[config.mk]
export PLATFORM = sky130hd
export DESIGN_NAME = uart_command_rx
export DESIGN_NICKNAME = d
export VERILOG_FILES = /design/src/rtl/uart_pkg.sv /design/src/rtl/uart_baud_tick.sv /design/src/rtl/uart_command_rx.sv
export SDC_FILE = /design/constraint.sdc
export NUM_CORES = 1
export LEC_CHECK = 0
export CAP_MARGIN = 20
export CELL_PAD_IN_SITES_DETAIL_PLACEMENT = 0
export CELL_PAD_IN_SITES_GLOBAL_PLACEMENT = 1
export CORE_MARGIN = 2
export CORE_UTILIZATION = 41
export DETAILED_ROUTE_END_ITERATION = 10
export GPL_ROUTABILITY_DRIVEN = 0
export GPL_TIMING_DRIVEN = 0
export PLACE_DENSITY = 0.79
export SLEW_MARGIN = 25
export SYNTH_ARGS = -nofsm -noshare
export SYNTH_HDL_FRONTEND = slang
export SYNTH_SLANG_ARGS = --single-unit
[constraint.sdc]
create_clock -name clk -period 1.9 [get_ports clk]
set_clock_uncertainty 0.05 [all_clocks]
set_input_delay 0.38 -clock clk [delete_from_list [all_inputs] [get_ports clk]]
set_output_delay 0.38 -clock clk [all_outputs]
set_load 0.05 [all_outputs]
[src/rtl/uart_pkg.sv]
// Shared definitions for the UART command link: FSM states, oversampling and sample points.
// Latency: n/a (constants, types and a helper function only).
// Backpressure: n/a.
package uart_pkg;

    // Sample ticks per bit and the width of the counter that spans them.
    localparam int OVERSAMPLE = 16;
    localparam int TICK_W     = $clog2(OVERSAMPLE);

    // Ticks inside a bit period used for majority voting (centre of the bit).
    localparam int SAMPLE_A = 7;
    localparam int SAMPLE_B = 8;
    localparam int SAMPLE_C = 9;

    localparam int DATA_W    = 8;
    localparam int BIT_CNT_W = $clog2(DATA_W);

    typedef enum logic [2:0] {
        ST_IDLE,
        ST_START,
        ST_DATA,
        ST_PARITY,
        ST_STOP,
        ST_BREAK
    } rx_state_t;

    function automatic logic maj3(input logic a, input logic b, input logic c);
        return (a & b) | (a & c) | (b & c);
    endfunction

endpackage

[src/rtl/uart_baud_tick.sv]
// Divisor counter producing a 1-clk tick strobe every DIV enabled cycles; restart zeroes the phase.
// Latency: tick is combinational from the counter; first tick DIV cycles after restart/enable.
// Backpressure: none; the strobe is free-running while en is high.
// Ports: clk, rst (async active-low), en (count enable), restart (sync phase reset), tick (strobe out).
module uart_baud_tick #(
    parameter int DIV = 1
) (
    input  logic clk,
    input  logic rst,
    input  logic en,
    input  logic restart,
    output logic tick
);

    localparam int              CNT_W = (DIV > 1) ? $clog2(DIV) : 1;
    localparam logic [CNT_W-1:0] LAST = CNT_W'(DIV - 1);

    logic [CNT_W-1:0] cnt;

    assign tick = en && !restart && (cnt == LAST);

    always_ff @(posedge clk or negedge rst) begin
        if (!rst) begin
            cnt <= '0;
        end else if (restart) begin
            cnt <= '0;
        end else if (en) begin
            cnt <= tick ? '0 : cnt + 1'b1;
        end
    end

endmodule

[src/rtl/uart_command_rx.sv]
// 8N1 UART receiver delivering command bytes on a valid/ready holding register.
// Latency: command_valid rises 1 clk after the tick-9 sample of the stop bit (~2 clk sync + 153 ticks).
// Backpressure: one-byte holding register; a byte arriving while it is full and not consumed is dropped with an overrun pulse.
// Ports: clk, rst (async active-low), rx (serial in), command/command_valid/command_ready (byte out),
//        frame_err, overrun, parity_err (1-clk pulses). Optional even parity bit: UART_RX_PARITY_EN.
module uart_command_rx #(
    parameter int CLK_HZ     = 50_000_000,
    parameter int BAUD       = 115200,
    parameter int OVERSAMPLE = 16
) (
    input  logic                        clk,
    input  logic                        rst,
    input  logic                        rx,
    output logic [uart_pkg::DATA_W-1:0] command,
    output logic                        command_valid,
    input  logic                        command_ready,
    output logic                        frame_err,
    output logic                        overrun,
    output logic                        parity_err
);
    import uart_pkg::*;

    localparam int DIV = CLK_HZ / (BAUD * OVERSAMPLE);

    if (DIV < 1) begin : g_div_check
        $error("uart_command_rx: CLK_HZ too low for BAUD x OVERSAMPLE (DIV < 1)");
    end
    if (OVERSAMPLE != uart_pkg::OVERSAMPLE) begin : g_os_check
        $error("uart_command_rx: OVERSAMPLE must be 16");
    end

    localparam logic [TICK_W-1:0]    T_A    = TICK_W'(SAMPLE_A);
    localparam logic [TICK_W-1:0]    T_B    = TICK_W'(SAMPLE_B);
    localparam logic [TICK_W-1:0]    T_C    = TICK_W'(SAMPLE_C);
    localparam logic [TICK_W-1:0]    T_LAST = TICK_W'(OVERSAMPLE - 1);
    localparam logic [BIT_CNT_W-1:0] B_LAST = BIT_CNT_W'(DATA_W - 1);

    logic              rx_s1, rx_s2;
    rx_state_t         state;
    logic [TICK_W-1:0] tick_cnt;
    logic [BIT_CNT_W-1:0] bit_cnt;
    logic [DATA_W-1:0] shreg;
    logic              s_a, s_b;
    logic              tick, start_det, at_a, at_b, at_c, at_end, maj, stop_eval, load;

    // Two-flop synchroniser; resets to the idle line level so no false start.
    always_ff @(posedge clk or negedge rst) begin
        if (!rst) begin
            rx_s1 <= 1'b1;
            rx_s2 <= 1'b1;
        end else begin
            rx_s1 <= rx;
            rx_s2 <= rx_s1;
        end
    end

    assign start_det = (state == ST_IDLE) && !rx_s2;

    uart_baud_tick #(.DIV(DIV)) u_tick (
        .clk     (clk),
        .rst     (rst),
        .en      (state != ST_IDLE),
        .restart (start_det),
        .tick    (tick)
    );

    assign at_a   = tick && (tick_cnt == T_A);
    assign at_b   = tick && (tick_cnt == T_B);
    assign at_c   = tick && (tick_cnt == T_C);
    assign at_end = tick && (tick_cnt == T_LAST);
    // Third vote is the live sample at tick 9, so decisions are made at that tick.
    assign maj       = maj3(s_a, s_b, rx_s2);
    assign stop_eval = (state == ST_STOP) && at_c;

`ifdef UART_RX_PARITY_EN
    logic par_bad;
    assign load = stop_eval && maj && !par_bad;
`else
    assign load = stop_eval && maj;
    assign parity_err = 1'b0;
`endif

    always_ff @(posedge clk or negedge rst) begin
        if (!rst) begin
            state     <= ST_IDLE;
            tick_cnt  <= '0;
            bit_cnt   <= '0;
            shreg     <= '0;
            s_a       <= 1'b1;
            s_b       <= 1'b1;
            frame_err <= 1'b0;
`ifdef UART_RX_PARITY_EN
            par_bad    <= 1'b0;
            parity_err <= 1'b0;
`endif
        end else begin
            frame_err <= 1'b0;
`ifdef UART_RX_PARITY_EN
            parity_err <= 1'b0;
`endif
            if (start_det)  tick_cnt <= '0;
            else if (tick)  tick_cnt <= tick_cnt + 1'b1;
            if (at_a) s_a <= rx_s2;
            if (at_b) s_b <= rx_s2;

            case (state)
                ST_IDLE: begin
                    if (!rx_s2) state <= ST_START;
                end
                ST_START: begin
                    bit_cnt <= '0;
                    if (at_c && maj)  state <= ST_IDLE;   // glitch shorter than half a bit
                    else if (at_end)  state <= ST_DATA;
                end
                ST_DATA: begin
                    if (at_c) shreg <= {maj, shreg[DATA_W-1:1]};
                    if (at_end) begin
                        if (bit_cnt == B_LAST) begin
                            bit_cnt <= '0;
`ifdef UART_RX_PARITY_EN
                            state   <= ST_PARITY;
`else
                            state   <= ST_STOP;
`endif
                        end else begin
                            bit_cnt <= bit_cnt + 1'b1;
                        end
                    end
                end
`ifdef UART_RX_PARITY_EN
                ST_PARITY: begin
                    // Even parity: the received bit must equal the XOR of the data.
                    if (at_c)   par_bad <= maj ^ (^shreg);
                    if (at_end) state <= ST_STOP;
                end
`endif
                ST_STOP: begin
                    // Decide at the stop sample so the next start edge is seen early.
                    if (at_c) begin
                        state     <= maj ? ST_IDLE : ST_BREAK;
                        frame_err <= !maj;
`ifdef UART_RX_PARITY_EN
                        parity_err <= par_bad;
`endif
                    end
                end
                ST_BREAK: begin
                    if (rx_s2) state <= ST_IDLE;
                end
                default: state <= ST_IDLE;
            endcase
        end
    end

    // Holding register: a load coinciding with a handshake replaces the byte.
    always_ff @(posedge clk or negedge rst) begin
        if (!rst) begin
            command       <= '0;
            command_valid <= 1'b0;
            overrun       <= 1'b0;
        end else begin
            overrun <= 1'b0;
            if (load) begin
                if (command_valid && !command_ready) begin
                    overrun <= 1'b1;
                end else begin
                    command       <= shreg;
                    command_valid <= 1'b1;
                end
            end else if (command_valid && command_ready) begin
                command_valid <= 1'b0;
            end
        end
    end

endmodule

Word-level counts from Yosys, hierarchy flattened. Cells that the tools add are included. W data, S select, Z words.

Bits in latches: 0. Output and inout port bits: 12. Word-level logic and storage cells: 90. Bits in writable memories: 0. Register bits: 38. Bits in read-only memories: 0. Input port bits: 4. Memories kept: 0.

Magnitude comparators: 0. Eq/ne operators: 17. Multiply operators: 0. Bitwise operators: 6. Divide/modulo/power cells: 0. Add/subtract/negate cells: 3. Shift-type cells: 0. Multiplexer cells: 24. Reduce and logical (&&, ||, !) cells: 27.

Operator list (number): $mux W3 (10); $mux W5 (3); $pmux W3 S5 (1); $eq A4 B4 Y1 const B (3); $logic_and A1 B1 Y1 (12); $ne A2 B2 Y1 const B (6); $eq A3 B3 Y1 const B (3); $mux W4 (2); $reduce_and A2 Y1 (4); $reduce_bool A2 Y1 (4); $mux W1 (7); $pmux W3 S2 (1); $reduce_and A6 Y1 (1); $add A5 B1 Y5 const B (1); $eq A5 B5 Y1 const B (1); $add A4 B1 Y4 const B (1); $eq A4 B3 Y1 const B (1); $logic_not A1 Y1 (4); $add A3 B1 Y3 const B (1); $and A1 B1 Y1 (3); $eq A3 B1 Y1 const B (1); $eq A3 B2 Y1 const B (1); $logic_not A3 Y1 (1); $ne A3 B3 Y1 const B (1); other kinds (3) (4).

Logic depth before layout (Yosys ltp). Gate-level depths: netlist of the first run.

Word-level depth: 10. Depth in mapped cells: 8. Mapped depth without buffers: 6.

Modules after synthesis. Synthesis of the first run repeated with hierarchy kept, for this count alone.

Cell total of the unflattened synthesis: 160. Area total of the unflattened synthesis: 1796.7 um^2.

Modules (own cells, without submodules): uart_command_rx (sequential area each 830.8 um^2, cells an instance 129, area an instance 1519.0 um^2, instances 1); uart_baud_tick (sequential area each 125.1 um^2, cells an instance 31, area an instance 277.8 um^2, instances 1).

Least setup slack after synthesis of the first run. OpenSTA, ideal clock, no wires.

Path kind: reg2reg. Start point: register u_tick.cnt[0]. End point: register command[0] (netlist name). Path slack: -75 ps. Clock period less this slack: 1975 ps. Data required time: 1725 ps. Cell stages (with the launch flop): 9. Buffers on the path: 2. Arrival time: 1800 ps. Library setup time: 125 ps. Cell sequence: dfrtp_1 inv_1 ha_1 and4b_1 buf_6 and4b_4 and4_4 buf_6 mux2_4.

Cells in the longest elaborated chain, start to end: 6.

Ends and longest elaborated chain: from (decl) (line uart_baud_tick.sv:18) `logic [CNT_W-1:0] cnt;`; from (signal assigned) (line uart_baud_tick.sv:28) `cnt <= tick ? '0 : cnt + 1'b1;`; $eq A5 B5 Y1 (line uart_baud_tick.sv:20) `assign tick = en && !restart && (cnt == LAST);`; $logic_and A1 B1 Y1 (line uart_baud_tick.sv:20); $logic_and A1 B1 Y1 (line uart_command_rx.sv:69) `assign at_c = tick && (tick_cnt == T_C);`; $logic_and A1 B1 Y1 (line uart_command_rx.sv:73) `assign stop_eval = (state == ST_STOP) && at_c;`; $logic_and A1 B1 Y1 (line uart_command_rx.sv:79) `assign load = stop_eval && maj;`; $reduce_and A2 Y1 (no source line); to (signal assigned) (line uart_command_rx.sv:167) `command <= shreg;`; to (decl) (line uart_command_rx.sv:14) `output logic [uart_pkg::DATA_W-1:0] command,`.

Every way passes these cells. A chain may end at the register's enable or synchronous reset.

Final worst setup path of the first run.
Start point: register u_tick.cnt[0]. End point: register command[1] (netlist name).

The elaborated chain is that of the path after synthesis.

==> summary.md, run 1 <==
| Metric | Value |
|---|---|
| Outcome | finished with violations |
| Failing checks | setup timing |
| Vias per inst | ~5.5 |
| Worst path bufs/invs | 3 |
| Cells after DPL | between 200 and 250 |
| N_diodes | 0 |
| Initial DRT Pass Iterations | 4 |
| DR DRC count | 0 |
| Slew Limit Fails | 0 |
| Area delta synth->final | 28.7% |
| Clock root buffer | clkbuf_8 |
| IO Count | 16 |
| Max incr delay on CP | about 0.4 ns |
| Syn nets | roughly 170 |
| Proportion of layout cells with a drive suffix above 1 | 28.9% |
| # H-tree levels | 2 |
| Sequential share of the synthesized area | 50.8% |
| Largest net degree at the start of global routing | 32 |
| Total global routing overflow | 0 |
| Post-synth EDFFs | 0 |
| CP endpoint kind | register |
| WHS Endpoint | rx_s2 |
| Total track usage | 15.5% |
| Most frequent cells in the layout | dfrtp_1, mux2_4, o21ai_0 |
| Bufs on Longest Clock Path | 2 |
| Syn avg cell area | approximately 12 um2 |
| Period minus WS final | 2.01 ns |
| Worst path top cell family by delay | simple AND/OR/NAND/NOR gates |
| Final ANT Viol Nets | 0 |
| Required @ worst endpoint | just over 2 ns |
| Clk_lat worst skew | 0.30 ns |
| M1 wire length | 1670 um |
| Mapped cell area | 0.00188 mm2 |
| Setup WS post-layout | -0.108 ns |
| Placed wire-length estimate | 2590 um |
| Synth Register Bits | 38 |
| Commonest non-fill, non-tap cell in the layout | dfrtp_1 |
| Crit start category | register |
| Die Span Y | 71.7 um |
| Period utilization | 106% |
| Hold path cells | 0 |
| Clock sinks | 38 |
| Max_cap viols | 0 |
| Clock-pin transition on the worst setup and hold timing paths | ~0.09 ns |
| Top sig layer | met4 |
| Max IR drop VDD | ~0.00026 V |
| DR iter-0 viols | 41 |
| Worst hold path class | reg2reg |
| Final WL | ~3800 um |
| DR vias | between 1000 and 1500 |
| Met2 Routed Length | between 1500 and 2000 um |
| Hold Violations, Final | 0 |
| Crit Path Class | reg2reg |
| Slowest-stage cell, CP | dfrtp_1 |
| Leak pwr | 0.00120 uW |
| Cells along the critical path | inv_1, ha_2, and4b_1, buf_6, and4b_4, and4_4, buf_12, mux2_4 |
| Pwr Density | 694 mW/mm2 |
| FFs w/ async S/R, synth | 100% |
| Distinct cells, synth | 44 |
| Crit Path Max Fanout | 8 |
| Clock buffer count from CTS | 5 |
| Synth warn | 0 |
| Gate Count Post-Synth | 161 |
| Starting Density | approximately 43% |
| Final Setup Violations | 9 |
| Worst slew margin | around two thirds |
| WL per Instance | 15.3 um |
| Worst-Margin Slew | 0.503 ns |
| Worst r2r src | u_tick.cnt[0] |
| Die width | 71.7 um |
| Core area | 0.00438 mm2 |
| WP data arrival | around 2.1 ns |
| First-pass GRT wire length | between 6000 and 7000 um |
| Metal3 WL | approximately 170 um |
| Internal reg-to-reg setup slack | -0.11 ns |
| Max Freq | 0.498 GHz |
| Setup TNS | -0.770 ns |
| Hold Crit Start | rx_s1 |
| RSZ-0062 raised after global routing | true |
| Reg2reg path depth | 8 |
| Port Buf Inserts | 14 |
| Vias in the first global route | 1319 |
| CTS tree | yes |
| Finished Layout Cells | roughly 250 |
| Die area | around 0.0051 mm2 |
| RR Endpoint | command[1] |
| Ys flop type | dfrtp_1 |
| FP Rows | 24 |
| Layout Nets | 204 |
| Initial antenna violation count | 0 |
-- how the worst max path moves through the flow --
stage | from | to | slack (ns) | cells past startpoint
6_report | u_tick.cnt[0] | command[1] | -0.11 | 8
3_3_place_gp | rst | u_tick.cnt[3] | -0.44 | 1
2_1_floorplan | u_tick.cnt[0] | command[0] | -0.05 | 8
3_5_place_dp | u_tick.cnt[0] | command[1] | -0.19 | 8
5_1_grt | u_tick.cnt[0] | command[6] | -0.16 | 8
4_1_cts | u_tick.cnt[0] | command[1] | -0.11 | 8
-- stage by stage --
stage	power [uW]	util [%]	setup WS (ns)	hold WS [ns]	instance area [um2]
detailed placement	864	48.1	-0.186	0.201	2110
floorplan	837	-	-0.0525	0.0344	1890
finish	1680	55.2	-0.108	0.301	2420
global placement	859	47.7	-0.441	0.297	2090
global route	1740	55.2	-0.164	0.304	2420
CTS	1700	53.1	-0.106	0.305	2330
-- metal layers --
metal | up-vias | GRT usage [%]
li1 | 648 | -
met1 | 684 | 19.8
met2 | 24 | 25.3
met3 | 6 | 4.64
met4 | 0 | 5.03
met5 | - | 0
-- cells in the mapped netlist (2+ instances only) --
| library cell | instances | area share, % |
|---|---|---|
| a211oi_1 | 4 | 1.6 |
| a21oi_1 | 6 | 1.6 |
| buf_6 | 2 | 1.2 |
| clkbuf_1 | 3 | 0.60 |
| dfrtp_1 | 34 | 45 |
| dfstp_2 | 4 | 5.6 |
| ha_1 | 7 | 4.7 |
| inv_1 | 6 | 1.2 |
| mux2_2 | 10 | 6.0 |
| mux2_4 | 8 | 6.4 |
| nand2_1 | 6 | 1.2 |
| nand2b_1 | 5 | 1.7 |
| nand3_1 | 7 | 1.9 |
| nand4b_1 | 4 | 1.9 |
| nor2_1 | 8 | 1.6 |
| nor2b_1 | 2 | 0.66 |
| nor3_1 | 3 | 0.80 |
| nor4_1 | 2 | 0.66 |
| o21ai_0 | 12 | 3.2 |
| o2bb2ai_1 | 2 | 0.93 |
| or3_1 | 3 | 1.0 |
-- power by group --
group	switching (uW)	internal, uW
Sequential	2.64	812
Clock	304	526
Combinational	22.1	12.2
-- registers in the layout, summed over array words and instances (netlist names) --
| register | cells |
|---|---|
| frame_err | 1 |
| bit_cnt | 3 |
| s_b | 1 |
| rx_s1 | 1 |
| command_valid | 1 |
| state | 3 |
| tick_cnt | 4 |
| shreg | 8 |
| command | 8 |
| rx_s2 | 1 |
| overrun | 1 |
| u_tick.cnt | 5 |
| s_a | 1 |
-- worst register-to-register path: stages, from the launching register on --
cell	delay (ns)
dfrtp_1	0.39
inv_1	0.07
ha_2	0.17
and4b_1	0.20
buf_6	0.11
and4b_4	0.25
and4_4	0.22
buf_12	0.13
mux2_4	0.30
-- layout make-up --
class / instances / area, um2
fillers: 383 / 1960
flip-flops and latches: 38 / 956
multi-input cells: 110 / 922
repair buffers: 25 / 260
clock buffers: 5 / 68.8
clock inverters: 3 / 68.8
well taps: 52 / 65.1
plain buffers: 7 / 57.6
inverters: 6 / 22.5
-- what timing repair did --
action	in CTS	in global routing
endpoints found under the setup margin	20	37
resized for setup	7	20
setup buffers	6	3
pin swaps	1	1
endpoints found under the hold margin	7	0
hold buffers	1	0
-- logic make-up (layout without fill, tap and decap cells) --
logic type               Yosys count  in the layout  share of synthesized area, %
AO/OA/AOI/OAI                     33             33                          11.5
other                              1              1                         0.199
buffers and inverters             13             46                          3.66
flip-flops                        38             38                          50.8
multiplexers                      18             18                          12.4
AND/OR/NAND/NOR                   50             50                          16.3
adder cells (fa/ha/maj)            8              8                          5.19
(Power assumes the default switching activity.)
==> inputs of run 2 (changes only) <==
- TNS_END_PERCENT: unset -> 50
==> results of run 2 <==
No change in the layout: final DEF, timing and power equal those of run 1.
==> inputs of run 3 (changes only) <==
- CORE_MARGIN: 2 -> unset
==> summary.md, run 3 (synthesis gave the netlist of run 1 again) <==
| Metric | Value |
|---|---|
| Register Area | 956 um2 (unchanged) |
| Area delta synth->final | 24.9% (was 28.7%) |
| Slew Limit Fails | 0 (unchanged) |
| Bufs on Longest Clock Path | 2 (unchanged) |
| CP endpoint kind | register (unchanged) |
| Fillers | 372 (was 383) |
| Clock sinks | 38 (unchanged) |
| Period utilization | 105% (was 106%) |
| Setup WS post-layout | -0.0969 ns (was -0.108 ns) |
| Core area | 0.00438 mm2 (unchanged) |
| Initial antenna violation count | 0 (unchanged) |
| Vias per inst | 5.50 (was 5.54) |
| Clk_lat worst skew | 0.29 ns (was 0.30 ns) |
| Layout Nets | 201 (was 204) |
| Cells after DPL | 228 (unchanged) |
| Vias in the first global route | 1428 (was 1319) |
| Proportion of layout cells with a drive suffix above 1 | 27.2% (was 28.9%) |
| Failing checks | setup timing (unchanged) |
| CTS tree | yes (unchanged) |
| Hold Violations, Final | 0 (unchanged) |
| DR vias | 1337 (was 1362) |
| Total track usage | 16.8% (was 15.5%) |
| Multi-input logic area | 903 um2 (was 922 um2) |
| IO Count | 16 (unchanged) |
| Total global routing overflow | 0 (unchanged) |
| WL per Instance | 15.1 um (was 15.3 um) |
| RSZ-0062 raised after global routing | true (unchanged) |
| Commonest non-fill, non-tap cell in the layout | dfrtp_1 (unchanged) |
| Largest net degree at the start of global routing | 28 (was 32) |
| Crit start category | register (unchanged) |
| Clock buffer count from CTS | 5 (unchanged) |
| Most frequent cells in the layout | dfrtp_1, o21ai_0, mux2_4 (was dfrtp_1, mux2_4, o21ai_0) |
| Worst-Margin Slew | 0.500 ns (was 0.503 ns) |
| DR DRC count | 0 (unchanged) |
| FP Rows | 24 (unchanged) |
| Max IR drop VDD | 0.000251 V (was 0.000255 V) |
| WP data arrival | 2.12 ns (was 2.14 ns) |
| Clock root buffer | clkbuf_8 (unchanged) |
| N_diodes | 0 (unchanged) |
| Max Freq | 0.501 GHz (was 0.498 GHz) |
| Crit Path Class | reg2reg (unchanged) |
| Crit Path Max Fanout | 8 (unchanged) |
| Port Buf Inserts | 14 (unchanged) |
| Period minus WS final | 2.00 ns (was 2.01 ns) |
| Die Span Y | 69.7 um (was 71.7 um) |
| Die width | 69.7 um (was 71.7 um) |
| Die area | 0.00486 mm2 (was 0.00515 mm2) |
| Leak pwr | 0.00113 uW (was 0.00120 uW) |
| Initial DRT Pass Iterations | 4 (unchanged) |
| Outcome | finished with violations (unchanged) |
| Worst slew margin | 66.6% (was 66.4%) |
| Pwr Density | 709 mW/mm2 (was 694 mW/mm2) |
| # H-tree levels | 2 (unchanged) |
| Finished Layout Cells | 243 (was 246) |
| Final WL | 3680 um (was 3770 um) |
| Final Setup Violations | 16 (was 9) |
| Largest regs | command: 8 flops, shreg: 8 flops, u_tick.cnt: 5 flops (unchanged) |
| Required @ worst endpoint | 2.03 ns (about the same) |
| Final ANT Viol Nets | 0 (unchanged) |
| Clock-pin transition on the worst setup and hold timing paths | 0.08 ns (was 0.09 ns) |
| Max_cap viols | 0 (unchanged) |
| DR iter-0 viols | 37 (was 41) |
| Starting Density | 42.9% (unchanged) |
| First-pass GRT wire length | 6500 um (was 6200 um) |
| Placed wire-length estimate | 2540 um (was 2590 um) |
| Worst hold path class | reg2reg (unchanged) |
| Final Power | 1670 uW (was 1680 uW) |
run 3: cell types whose count changed in the layout (fill, tap and decap cells not counted), sizes merged:
cell / change
clkdlybuf4s50: +1
buf: -3
dlygate4sd2: +2
dlymetal6s2s: -3
run 3: per-stage QoR:
stage               cell area [um2]  hold slack (ns)  setup slack (ns)  TNS (ns)  utilization, %
floorplan                      1890           0.0344           -0.0525    -0.420               -
global placement               2090            0.297            -0.425    -16.75            47.7
detailed placement             2110            0.243            -0.166     -2.22            48.1
CTS                            2290            0.309           -0.0934    -0.666            52.3
global route                   2350            0.316            -0.171     -2.54            53.6
finish                         2350            0.308           -0.0969    -0.942            53.6
run 3: timing repair:
| action | CTS | global route |
|---|---|---|
| hold endpoints to repair | 11 | 0 |
| gates resized for setup | 6 | 12 |
| pin swaps | 1 | 2 |
| setup endpoints to repair | 21 | 31 |
| hold buffers | 1 | 0 |
| buffers inserted | 4 | 2 |
run 3: cell type report:
type | instances | share of cell area [%]
repair buffers | 22 | 9.15
clock inverters | 3 | 2.93
well taps | 52 | 2.77
plain buffers | 7 | 2.18
flip-flops and latches | 38 | 40.7
multi-input cells | 110 | 38.4
inverters | 6 | 0.958
clock buffers | 5 | 2.93
run 3: power by group:
part,internal [uW],switching [uW]
logic,12.2,22.2
clock network,526,291
registers,812,2.68
run 3: worst max-delay path, cell delays in order (launching register included):
cell     delay, ns
dfrtp_1       0.39
inv_1         0.06
ha_2          0.17
and4b_1       0.20
buf_6         0.10
and4b_4       0.24
and4_4        0.21
buf_8         0.14
mux2_4        0.30
run 3: path summary, 6_finish.rpt:
| kind | from | end | slack [ns] | cells after the start |
|---|---|---|---|---|
| max in group asynchronous | rst | rx_s2 | 0.82 | 3 |
| min | rx_s1 | rx_s2 | 0.31 | 0 |
| max reg2reg | u_tick.cnt[0] | command[6] | -0.1 | 8 |
| min in group asynchronous | rst | frame_err | 0.47 | 2 |
| max | u_tick.cnt[0] | command[6] | -0.1 | 8 |
| min reg2reg | rx_s1 | rx_s2 | 0.31 | 0 |
run 3: layer usage:
metal	GRT usage (%)	part of all wire, %	wire length, um
met3	5.09	4.3	157
met5	0	0	0
met2	28.4	50	1850
met1	19.5	43	1600
met4	8.00	2.1	78
